$ cat src/rtl/pc_sequencer_pkg.sv
// Shared definitions for the multicycle PC sequencer and the PC source mux.
package pc_seq_pkg;

  // Opcode classes decoded by the sequencer; every other opcode is ordinary.
  localparam logic [3:0] OP_JR   = 4'hB;
  localparam logic [3:0] OP_JMP  = 4'hC;
  localparam logic [3:0] OP_BEQZ = 4'hD;
  localparam logic [3:0] OP_BNEG = 4'hE;
  localparam logic [3:0] OP_HALT = 4'hF;

  // Next-PC select encodings, shared with the PC source mux.
  localparam logic [1:0] PCSRC_ALU    = 2'b00;
  localparam logic [1:0] PCSRC_CONCAT = 2'b01;
  localparam logic [1:0] PCSRC_INC    = 2'b10;

  typedef enum logic [2:0] {
    S_START,
    S_FETCH,
    S_DECODE,
    S_EXEC,
    S_JUMP,
    S_JREG,
    S_BRANCH,
    S_HALT
  } state_t;

  // State entered after DECODE for a given opcode.
  function automatic state_t resolve_state(input logic [3:0] op);
    case (op)
      OP_JMP:           return S_JUMP;
      OP_JR:            return S_JREG;
      OP_BEQZ, OP_BNEG: return S_BRANCH;
      OP_HALT:          return S_HALT;
      default:          return S_EXEC;
    endcase
  endfunction

endpackage

$ cat src/rtl/pc_sequencer_if.sv
// Control bundle between the sequencer and the IR / ALU / PC datapath.
interface pc_sequencer_if #(
  parameter int CNT_W = 16
);
  logic [3:0]       Opcode;
  logic             ALUZero;
  logic             ALUNeg;
  logic             Stall;
  logic [1:0]       PCSrc;
  logic             PCWrite;
  logic             IRWrite;
  logic             MemRead;
  logic             Retire;
  logic             Halted;
  logic [CNT_W-1:0] RetireCount;

  // Sequencer side: consumes opcode/flags/stall, drives the PC controls.
  modport master (
    input  Opcode, ALUZero, ALUNeg, Stall,
    output PCSrc, PCWrite, IRWrite, MemRead, Retire, Halted, RetireCount
  );

  // Datapath side: supplies opcode/flags/stall, obeys the PC controls.
  modport slave (
    output Opcode, ALUZero, ALUNeg, Stall,
    input  PCSrc, PCWrite, IRWrite, MemRead, Retire, Halted, RetireCount
  );
endinterface

$ cat src/rtl/pc_sequencer_retire_counter.sv
// Wrapping retired-instruction counter with enable and async active-low clear.
module retire_counter #(
  parameter int CNT_W = 16
) (
  input  logic             clk,
  input  logic             rst_n,
  input  logic             en,
  output logic [CNT_W-1:0] count
);

  // Count enabled cycles; all-ones rolls over to zero.
  always_ff @(posedge clk or negedge rst_n) begin
    // NOTE: sequential state is always assigned with <= so every register
    // samples pre-edge values regardless of statement order.
    if (!rst_n) begin
      count <= '0;
    end else if (en) begin
      count <= count + 1'b1;
    end
  end

endmodule

$ cat src/rtl/pc_sequencer.sv
// Multicycle PC sequencer: FETCH -> DECODE -> resolve, with stall freeze,
// sticky HALT and a retired-instruction counter.
module pc_sequencer
  import pc_seq_pkg::*;
#(
  parameter int CNT_W = 16
) (
  input  logic           CLK,
  input  logic           Reset_n,
  pc_sequencer_if.master bus
);

  state_t state;
  logic   is_bneg;   // branch kind captured in DECODE, so outputs never see Opcode
  logic   frozen;
  logic   taken;

  logic [1:0] pcsrc;
  logic       pcwrite;
  logic       irwrite;
  logic       memread;
  logic       retire;
  logic       halted;

  // A stall freezes everything except a halted sequencer.
  assign frozen = bus.Stall && (state != S_HALT);
  assign taken  = is_bneg ? bus.ALUNeg : bus.ALUZero;

  // Next-state register; the branch kind is latched while leaving DECODE.
  always_ff @(posedge CLK or negedge Reset_n) begin
    if (!Reset_n) begin
      state   <= S_START;
      is_bneg <= 1'b0;
    end else if (!frozen) begin
      unique case (state)
        S_START:  state <= S_FETCH;
        S_FETCH:  state <= S_DECODE;
        S_DECODE: begin
          state   <= resolve_state(bus.Opcode);
          is_bneg <= (bus.Opcode == OP_BNEG);
        end
        S_EXEC, S_JUMP, S_JREG, S_BRANCH: state <= S_FETCH;
        S_HALT:   state <= S_HALT;
      endcase
    end
  end

  // Moore output decode of the state, then the stall gating on top.
  always_comb begin
    // NOTE: every output gets a default first so no path can infer a latch.
    pcsrc   = PCSRC_INC;
    pcwrite = 1'b0;
    irwrite = 1'b0;
    memread = 1'b0;
    retire  = 1'b0;
    halted  = 1'b0;
    unique case (state)
      S_START:  ;
      S_FETCH: begin
        memread = 1'b1;
        irwrite = 1'b1;
        pcwrite = 1'b1;
      end
      S_DECODE: ;
      S_EXEC:   retire = 1'b1;
      S_JUMP: begin
        pcsrc   = PCSRC_CONCAT;
        pcwrite = 1'b1;
        retire  = 1'b1;
      end
      S_JREG: begin
        pcsrc   = PCSRC_ALU;
        pcwrite = 1'b1;
        retire  = 1'b1;
      end
      S_BRANCH: begin
        retire = 1'b1;
        if (taken) begin
          pcsrc   = PCSRC_ALU;
          pcwrite = 1'b1;
        end
      end
      S_HALT:   halted = 1'b1;
    endcase
    // Memory read stays asserted while stalled so the access can complete.
    if (frozen) begin
      pcwrite = 1'b0;
      irwrite = 1'b0;
      retire  = 1'b0;
      pcsrc   = PCSRC_INC;
    end
  end

  assign bus.PCSrc   = pcsrc;
  assign bus.PCWrite = pcwrite;
  assign bus.IRWrite = irwrite;
  assign bus.MemRead = memread;
  assign bus.Retire  = retire;
  assign bus.Halted  = halted;

  retire_counter #(.CNT_W(CNT_W)) u_retire_counter (
    .clk   (CLK),
    .rst_n (Reset_n),
    .en    (retire),
    .count (bus.RetireCount)
  );

endmodule

$ cat src/flat_wrapper.sv
// flat-port wrapper written by rule: the top's interface ports become plain ports
module pc_sequencer_flat import pc_seq_pkg::*;
#(
  parameter int CNT_W = 16
)
  (CLK, Reset_n, bus_Opcode, bus_ALUZero, bus_ALUNeg, bus_Stall, bus_PCSrc, bus_PCWrite, bus_IRWrite, bus_MemRead, bus_Retire, bus_Halted, bus_RetireCount);
  pc_sequencer_if #(.CNT_W(CNT_W)) bus_i ();
  input  logic CLK;
  input  logic Reset_n;
  input wire logic [$bits(bus_i.Opcode)-1:0] bus_Opcode;
  input wire logic [$bits(bus_i.ALUZero)-1:0] bus_ALUZero;
  input wire logic [$bits(bus_i.ALUNeg)-1:0] bus_ALUNeg;
  input wire logic [$bits(bus_i.Stall)-1:0] bus_Stall;
  output wire logic [$bits(bus_i.PCSrc)-1:0] bus_PCSrc;
  output wire logic [$bits(bus_i.PCWrite)-1:0] bus_PCWrite;
  output wire logic [$bits(bus_i.IRWrite)-1:0] bus_IRWrite;
  output wire logic [$bits(bus_i.MemRead)-1:0] bus_MemRead;
  output wire logic [$bits(bus_i.Retire)-1:0] bus_Retire;
  output wire logic [$bits(bus_i.Halted)-1:0] bus_Halted;
  output wire logic [$bits(bus_i.RetireCount)-1:0] bus_RetireCount;
  assign bus_i.Opcode = bus_Opcode;
  assign bus_i.ALUZero = bus_ALUZero;
  assign bus_i.ALUNeg = bus_ALUNeg;
  assign bus_i.Stall = bus_Stall;
  assign bus_PCSrc = bus_i.PCSrc;
  assign bus_PCWrite = bus_i.PCWrite;
  assign bus_IRWrite = bus_i.IRWrite;
  assign bus_MemRead = bus_i.MemRead;
  assign bus_Retire = bus_i.Retire;
  assign bus_Halted = bus_i.Halted;
  assign bus_RetireCount = bus_i.RetireCount;
  pc_sequencer #(.CNT_W(CNT_W)) u_core (.CLK(CLK), .Reset_n(Reset_n), .bus(bus_i));
endmodule
$ cat config.mk
export PLATFORM = sky130hd
export DESIGN_NAME = pc_sequencer_flat
export DESIGN_NICKNAME = d
export VERILOG_FILES = /design/src/rtl/pc_sequencer_pkg.sv /design/src/rtl/pc_sequencer_if.sv /design/src/rtl/pc_sequencer_retire_counter.sv /design/src/rtl/pc_sequencer.sv /design/src/flat_wrapper.sv
export SDC_FILE = /design/constraint.sdc
export NUM_CORES = 1
export LEC_CHECK = 0
export ABC_AREA = 1
export CAP_MARGIN = 20
export CORE_MARGIN = 2
export CORE_UTILIZATION = 35
export CTS_CLUSTER_SIZE = 30
export DETAILED_ROUTE_END_ITERATION = 16
export GPL_ROUTABILITY_DRIVEN = 1
export PLACE_DENSITY = 0.67
export SYNTH_ARGS = -nofsm -noshare
export SYNTH_HDL_FRONTEND = slang
export SYNTH_SLANG_ARGS = --single-unit
$ cat constraint.sdc
create_clock -name CLK -period 1.5 [get_ports CLK]
set_clock_uncertainty 0.2 [all_clocks]
set_input_delay 0.225 -clock CLK [delete_from_list [all_inputs] [get_ports CLK]]
set_output_delay 0.225 -clock CLK [all_outputs]
set_load 0.01 [all_outputs]
==> qor.csv, run 1 <==
stage,metric,value,unit
cts,clock root buffer,clkbuf_4,
floorplan,die area,4070,um2
critical_path,critical path's slowest cell,dfrtp_2,
detailed_routing,DRT iter0 DRCs,92,
floorplan,Initial Utilization,36.9,%
detailed_routing,DR pass1 iterations,4,
synth,syn_area_per_cell,6.99,um2
timing,final worst path period need,1840,ps
timing,count of final setup violators,27,
timing,RSZ-0062 raised after global routing,yes,
power_and_ir_drop,P_leak,1.13,nW
synth,Post-Synthesis Cell Area,1250,um2
critical_path,Crit Path Max Fanout,5,
synth,Synth cell types,23,
outcome,failing checks,negative setup slack,
critical_path,Worst R2R Setup Slack,-300,ps
final_layout,"commonest non-fill, non-tap cells in the layout","nand2_1, buf_4, dfrtp_1",
global_route,Overflow after GRT,0,
critical_path,Max stage delay on crit path,480,ps
final_layout,"most common cell after layout, fill and taps aside",nand2_1,
synth,Synth Area in Simple Gates,43.6,%
synth,Syn Nets,189,
placed_design,port bufs,31,
placed_design,final RePlAce weighted congestion,0.800,
critical_path,CP startpoint,u_core.state[0],
timing,Final Hold Fails,0,
global_route,first-pass GRT wire length,6700,um
detailed_routing,WL met1,1510,um
cts,clock-pin slew on the worst setup and hold paths,130,ps
synth,"Seq/Total Area, Yosys",40.0,%
cts,Num CTS Buffers,3,
detailed_routing,Avg WL per Cell,12.3,um
global_route,vias in the first global route,1552,
critical_path,Critical Path End,bus_Retire,
final_layout,fill count,276,
detailed_routing,met3 WL post-DR,161,um
power_and_ir_drop,maximum vdd ir drop,613,uV
critical_path,critical path class,flop to primary output,
critical_path,"Arr. time, crit path",1420,ps
job,max cap viols,0,
final_layout,fin util,66.4,%
timing,Worst slew margin,80.1,%
detailed_routing,DR top layer,met4,
synth,largest family of logic cells by synthesized area,simple AND/OR/NAND/NOR gates,
critical_path,FF-to-FF Start,u_core.state[0],
critical_path,worst-path cell chain,buf_4 -> nor2_4 -> nand2_2 -> nand2_2 -> nor2_4 -> buf_6,
cts,deepest clock path buffer count,2,
critical_path,CP required,1070,ps
cts,CTS tree,yes,
timing,hold slack,36.2,ps
synth,Post-Synthesis Cells,179,
floorplan,total core area,3390,um2
floorplan,standard-cell rows,21,
placed_design,Post-DP HPWL,2260,um
synth,Yosys reg bits,20,
critical_path,Worst Setup End Kind,primary output,
final_layout,Area Overhead vs Synth,79.9,%
power_and_ir_drop,total power,0.00297,W
detailed_routing,WL final,3850,um
critical_path,RR Endpoint,u_core.u_retire_counter.count[2],
detailed_routing,DRC errors left,0,
detailed_routing,met2 WL post-DR,2070,um
cts,H-tree levels,1,
final_layout,Final #Nets,278,
power_and_ir_drop,pwr dens,1320,nW/um2
floorplan,Chip Height,63.8,um
hold_path,Hold WC Path Type,input pin to async pin,
detailed_routing,"antenna viol nets, final",0,
timing,worst-margin pin slew,296,ps
final_layout,share of cells above drive strength 1,37.8,%
global_route,All-Layer GR Usage,20.9,%
synth,Compound-Gate Fraction of Synth Area,5.90,%
floorplan,boundary pin count,32,
cts,clock sink count,20,
critical_path,crit start category,flop,
cts,clk_lat worst skew,320,ps
floorplan,Die W,63.8,um
timing,period utilization,123,%
global_route,largest net degree at the start of global routing,21,
detailed_routing,vias per cell,4.83,
critical_path,reg2reg path depth,10,
synth,Synth Area in Adders,1.00,%
synth,post-synthesis mux area share,0,%
timing,fmax,542,MHz
timing,Max Slew Vio Count,0,
final_layout,Ant. Diodes,0,
outcome,status,finished with violations,
synth,yosys warns,0,
detailed_routing,via count,1513,
timing,final setup margin,-344,ps
synth,post-synthesis xor/xnor area fraction,1.40,%
global_route,initial antenna violation count,0,
-- kinds of logic (layout without fill, tap and decap cells) --
group / after synthesis / after routing
AO/OA/AOI/OAI: 13 / 13
XOR/XNOR: 2 / 2
adder cells (fa/ha/maj): 1 / 1
buffers and inverters: 22 / 110
flip-flops: 20 / 20
AND/OR/NAND/NOR: 121 / 121
-- synth_stat cells --
cell       instances  area share [%]
xor2_1             1            0.70
o21ai_1            3             1.2
buf_6              2             1.8
dfrtp_1           20              40
ha_1               1             1.0
nand2_1           71              21
nor2_2             2             1.0
o2111ai_1          1            0.70
nor4_1             1            0.50
nand3_2            2             1.6
xnor2_1            1            0.70
nand4_1            9             4.5
nor2_4             1            0.90
buf_4              1            0.60
a21boi_0           2             1.2
nand3_1            7             2.8
nand2_2            2             1.0
inv_1             19             5.7
o21ai_0            6             2.4
a21oi_1            1            0.40
nor2_1            16             4.8
nor3_1             4             1.6
nand3b_1           6             3.6
-- per-layer routing --
layer | vias up | track usage (%)
li1 | 754 | -
met1 | 708 | 22.0
met2 | 41 | 40.5
met3 | 10 | 2.46
met4 | 0 | 9.78
met5 | - | 0
-- repair_timing --
item	in CTS	in global routing
resized for setup	86	6
setup buffers	29	2
hold endpoints to repair	0	0
gates cloned	3	0
pin swaps	19	1
hold buffers	0	0
setup endpoints to repair	43	27
-- through the flow --
| step | setup slack (ps) | cell area (um2) | instances | setup TNS, ps |
|---|---|---|---|---|
| 5_1_grt | -411 | 2250 | 313 | -8000 |
| 3_5_place_dp | -605 | 1770 | 275 | -7980 |
| 3_3_place_gp | -577 | 1770 | 275 | -7460 |
| 4_1_cts | -331 | 2210 | 311 | -5090 |
| 6_report | -344 | 2250 | 313 | -6000 |
| 2_1_floorplan | -22.7 | 1270 | 179 | -22.7 |
-- flip-flops by register name (all words and copies together), names as in the netlist --
signal and flops:
u_core.u_retire_counter.count 16, u_core.state 3, u_core.is_bneg 1
-- critical path, delay by kind of cell (launching register included) --
family | cells | cell delay [ps]
simple gates | 4 | 340
flops | 1 | 480
buf+inv | 2 | 270
-- report_power, final --
part           internal [W]  switching, W  leakage (nW)
combinational      0.000984      0.000784         0.838
sequential         0.000643     0.0000908         0.265
clock              0.000270      0.000195        0.0279
-- area by class of cell --
class,count,area [um2],share of cell area [%]
flip-flops and latches,20,504,22.4
clock inverters,1,30.0,1.33
well taps,46,57.6,2.56
clock buffers,3,22.5,1.00
multi-input cells,137,757,33.6
repair buffers,87,806,35.8
inverters,19,73.8,3.28
-- how the worst min path moves through the flow --
stage                                      startpoint  slack (ps)                                 to
floorplan                                     Reset_n        -270                     u_core.is_bneg
global placement    u_core.u_retire_counter.count[15]         280  u_core.u_retire_counter.count[15]
detailed placement  u_core.u_retire_counter.count[15]         290  u_core.u_retire_counter.count[15]
CTS                                           Reset_n          40   u_core.u_retire_counter.count[5]
global route                                  Reset_n          60   u_core.u_retire_counter.count[5]
finish                                        Reset_n          40   u_core.u_retire_counter.count[5]
Power figures use the tool's default switching activity.
==> run 2, diff against run 1 <==
--- a/config.mk
+++ b/config.mk
@@ -6,13 +6,15 @@
 export NUM_CORES = 1
 export LEC_CHECK = 0
 export ABC_AREA = 1
-export CAP_MARGIN = 20
+export CAP_MARGIN = 10
+export CELL_PAD_IN_SITES_DETAIL_PLACEMENT = 1
+export CELL_PAD_IN_SITES_GLOBAL_PLACEMENT = 1
 export CORE_MARGIN = 2
-export CORE_UTILIZATION = 35
+export CORE_UTILIZATION = 30
 export CTS_CLUSTER_SIZE = 30
 export DETAILED_ROUTE_END_ITERATION = 16
 export GPL_ROUTABILITY_DRIVEN = 1
-export PLACE_DENSITY = 0.67
+export PLACE_DENSITY = 0.78
 export SYNTH_ARGS = -nofsm -noshare
 export SYNTH_HDL_FRONTEND = slang
 export SYNTH_SLANG_ARGS = --single-unit
==> run 2 against run 1 <==
Effect of this change: clock power decreased by 22%; non-clock buffer count decreased by 8; fmax increased by 5.4%; combinational power decreased by 5%; critical endpoint unchanged; the run still ends with negative setup slack left; register-to-register slack improved by 90 ps; largest power group unchanged; utilization decreased by 11 points; die area increased by 16%; clock-buffer cell count unchanged; via count about the same; critical path depth unchanged.
==> qor.csv, run 2 (synthesis results as in run 1) <==
stage,metric,value,unit
timing,fmax,571,MHz
floorplan,Initial Utilization,31.3,%
detailed_routing,"antenna viol nets, final",0,
floorplan,die area,4700,um2
placed_design,pre-CTS WS,-581,ps
timing,Final Hold Fails,0,
cts,CTS tree,yes,
final_layout,Top Registers,"u_core.u_retire_counter.count x16, u_core.state x3, u_core.is_bneg x1",
critical_path,reg2reg path depth,10,
critical_path,CP required,1070,ps
job,max cap viols,0,
power_and_ir_drop,P_leak,1.09,nW
hold_path,Hold WC Path Type,input pin to async pin,
cts,CTS Hold Bufs,0,
detailed_routing,DRC errors left,0,
floorplan,Die W,68.6,um
cts,clock sink count,20,
critical_path,Worst Setup End Kind,primary output,
cts,deepest clock path buffer count,2,
global_route,first-pass GRT wire length,6770,um
critical_path,crit start category,flop,
final_layout,Ant. Diodes,0,
detailed_routing,vias per cell,4.91,
detailed_routing,DR pass1 iterations,4,
floorplan,total core area,4000,um2
cts,H-tree levels,1,
placed_design,port bufs,31,
power_and_ir_drop,pwr dens,1270,nW/um2
detailed_routing,DRT iter0 DRCs,96,
critical_path,Crit Path Max Fanout,6,
detailed_routing,WL final,4540,um
global_route,initial antenna violation count,0,
global_route,largest net degree at the start of global routing,21,
floorplan,boundary pin count,32,
timing,final worst path period need,1750,ps
timing,worst-margin pin slew,323,ps
detailed_routing,via count,1512,
final_layout,"commonest non-fill, non-tap cells in the layout","nand2_1, buf_4, buf_6",
final_layout,Largest register FFs,16,
power_and_ir_drop,maximum vdd ir drop,602,uV
final_layout,Area Overhead vs Synth,76.8,%
final_layout,fill count,499,
timing,Worst slew margin,78.3,%
power_and_ir_drop,total power,0.00282,W
final_layout,fin util,55.3,%
timing,count of final setup violators,27,
final_layout,share of cells above drive strength 1,40.3,%
timing,final setup margin,-250,ps
global_route,Overflow after GRT,0,
cts,clock root buffer,clkbuf_8,
global_route,All-Layer GR Usage,19.3,%
critical_path,"Arr. time, crit path",1330,ps
cts,clock-pin slew on the worst setup and hold paths,80,ps
floorplan,Chip Height,68.6,um
outcome,failing checks,negative setup slack,
outcome,status,finished with violations,
placed_design,Post-DP HPWL,2700,um
timing,RSZ-0062 raised after global routing,yes,
critical_path,critical path class,flop to primary output,
timing,period utilization,117,%
cts,clk_lat worst skew,260,ps
floorplan,standard-cell rows,23,
global_route,vias in the first global route,1530,
cts,Num CTS Buffers,3,
final_layout,Largest Register,u_core.u_retire_counter.count,
detailed_routing,Avg WL per Cell,14.7,um
placed_design,final RePlAce weighted congestion,0.794,
final_layout,"most common cell after layout, fill and taps aside",nand2_1,
final_layout,Final #Nets,270,
timing,Max Slew Vio Count,0,
-- run 2: cell count changes in the layout (fill, tap and decap cells not counted), sizes merged --
cell           before  now
buf                63   53
clkbuf              3    5
bufinv              1    0
clkdlybuf4s50       8    7
dlymetal6s2s        0    1
-- run 2: final cells by class --
type / count / area, um2 / share of cell area, %
repair buffers: 79 / 737 / 33.3
multi-input cells: 137 / 787 / 35.6
inverters: 19 / 76.3 / 3.45
well taps: 50 / 62.6 / 2.83
flip-flops and latches: 20 / 508 / 23.0
clock buffers: 3 / 41.3 / 1.87
-- run 2: repair_timing --
item	in CTS	in global routing
gates resized for setup	68	47
pin swaps	4	24
setup endpoints to repair	43	27
cloned	0	3
setup buffers	20	4
-- run 2: final timing paths --
kind	slack, ps	start	endpoint
setup reg to reg	-210	u_core.state[1]	u_core.u_retire_counter.count[14]
max in group asynchronous	740	Reset_n	u_core.u_retire_counter.count[8]
hold / removal	110	Reset_n	u_core.u_retire_counter.count[6]
min in group CLK	300	u_core.u_retire_counter.count[14]	u_core.u_retire_counter.count[14]
hold reg to reg	300	u_core.u_retire_counter.count[14]	u_core.u_retire_counter.count[14]
setup / recovery	-250	u_core.state[2]	bus_Retire
-- run 2: worst max-delay path, stage by stage, from the launching register on --
cell and delay, ps:
dfrtp_2 470, buf_6 150, nor2_4 120, nand2_2 90
nand2_4 80, nor2_4 50, buf_6 110
-- run 2: layer usage --
layer / global-route usage, % / share of wire [%] / up-vias / routed length [um]
met5: 0 / 0 / - / 0
met4: 6.25 / 1.5 / 0 / 70
met3: 2.60 / 3.5 / 7 / 159
met2: 36.5 / 55 / 42 / 2500
met1: 22.0 / 40 / 722 / 1800
li1: - / - / 741 / -
-- run 2: stage by stage --
step	hold WS, ps	setup TNS (ps)	area, um2	cells
floorplan	-271	-22.7	1270	179
global placement	280	-6720	1770	278
detailed placement	291	-7100	1770	278
CTS	118	-3120	1960	301
global route	148	-5800	2210	308
finish	108	-4070	2210	308
-- run 2: power breakdown --
| group | leakage [nW] | switching (W) | internal [W] |
|---|---|---|---|
| Sequential | 0.260 | 0.000125 | 0.000644 |
| Clock | 0.0216 | 0.000183 | 0.000179 |
| Combinational | 0.807 | 0.000788 | 0.000899 |
| Total | 1.09 | 0.00110 | 0.00172 |
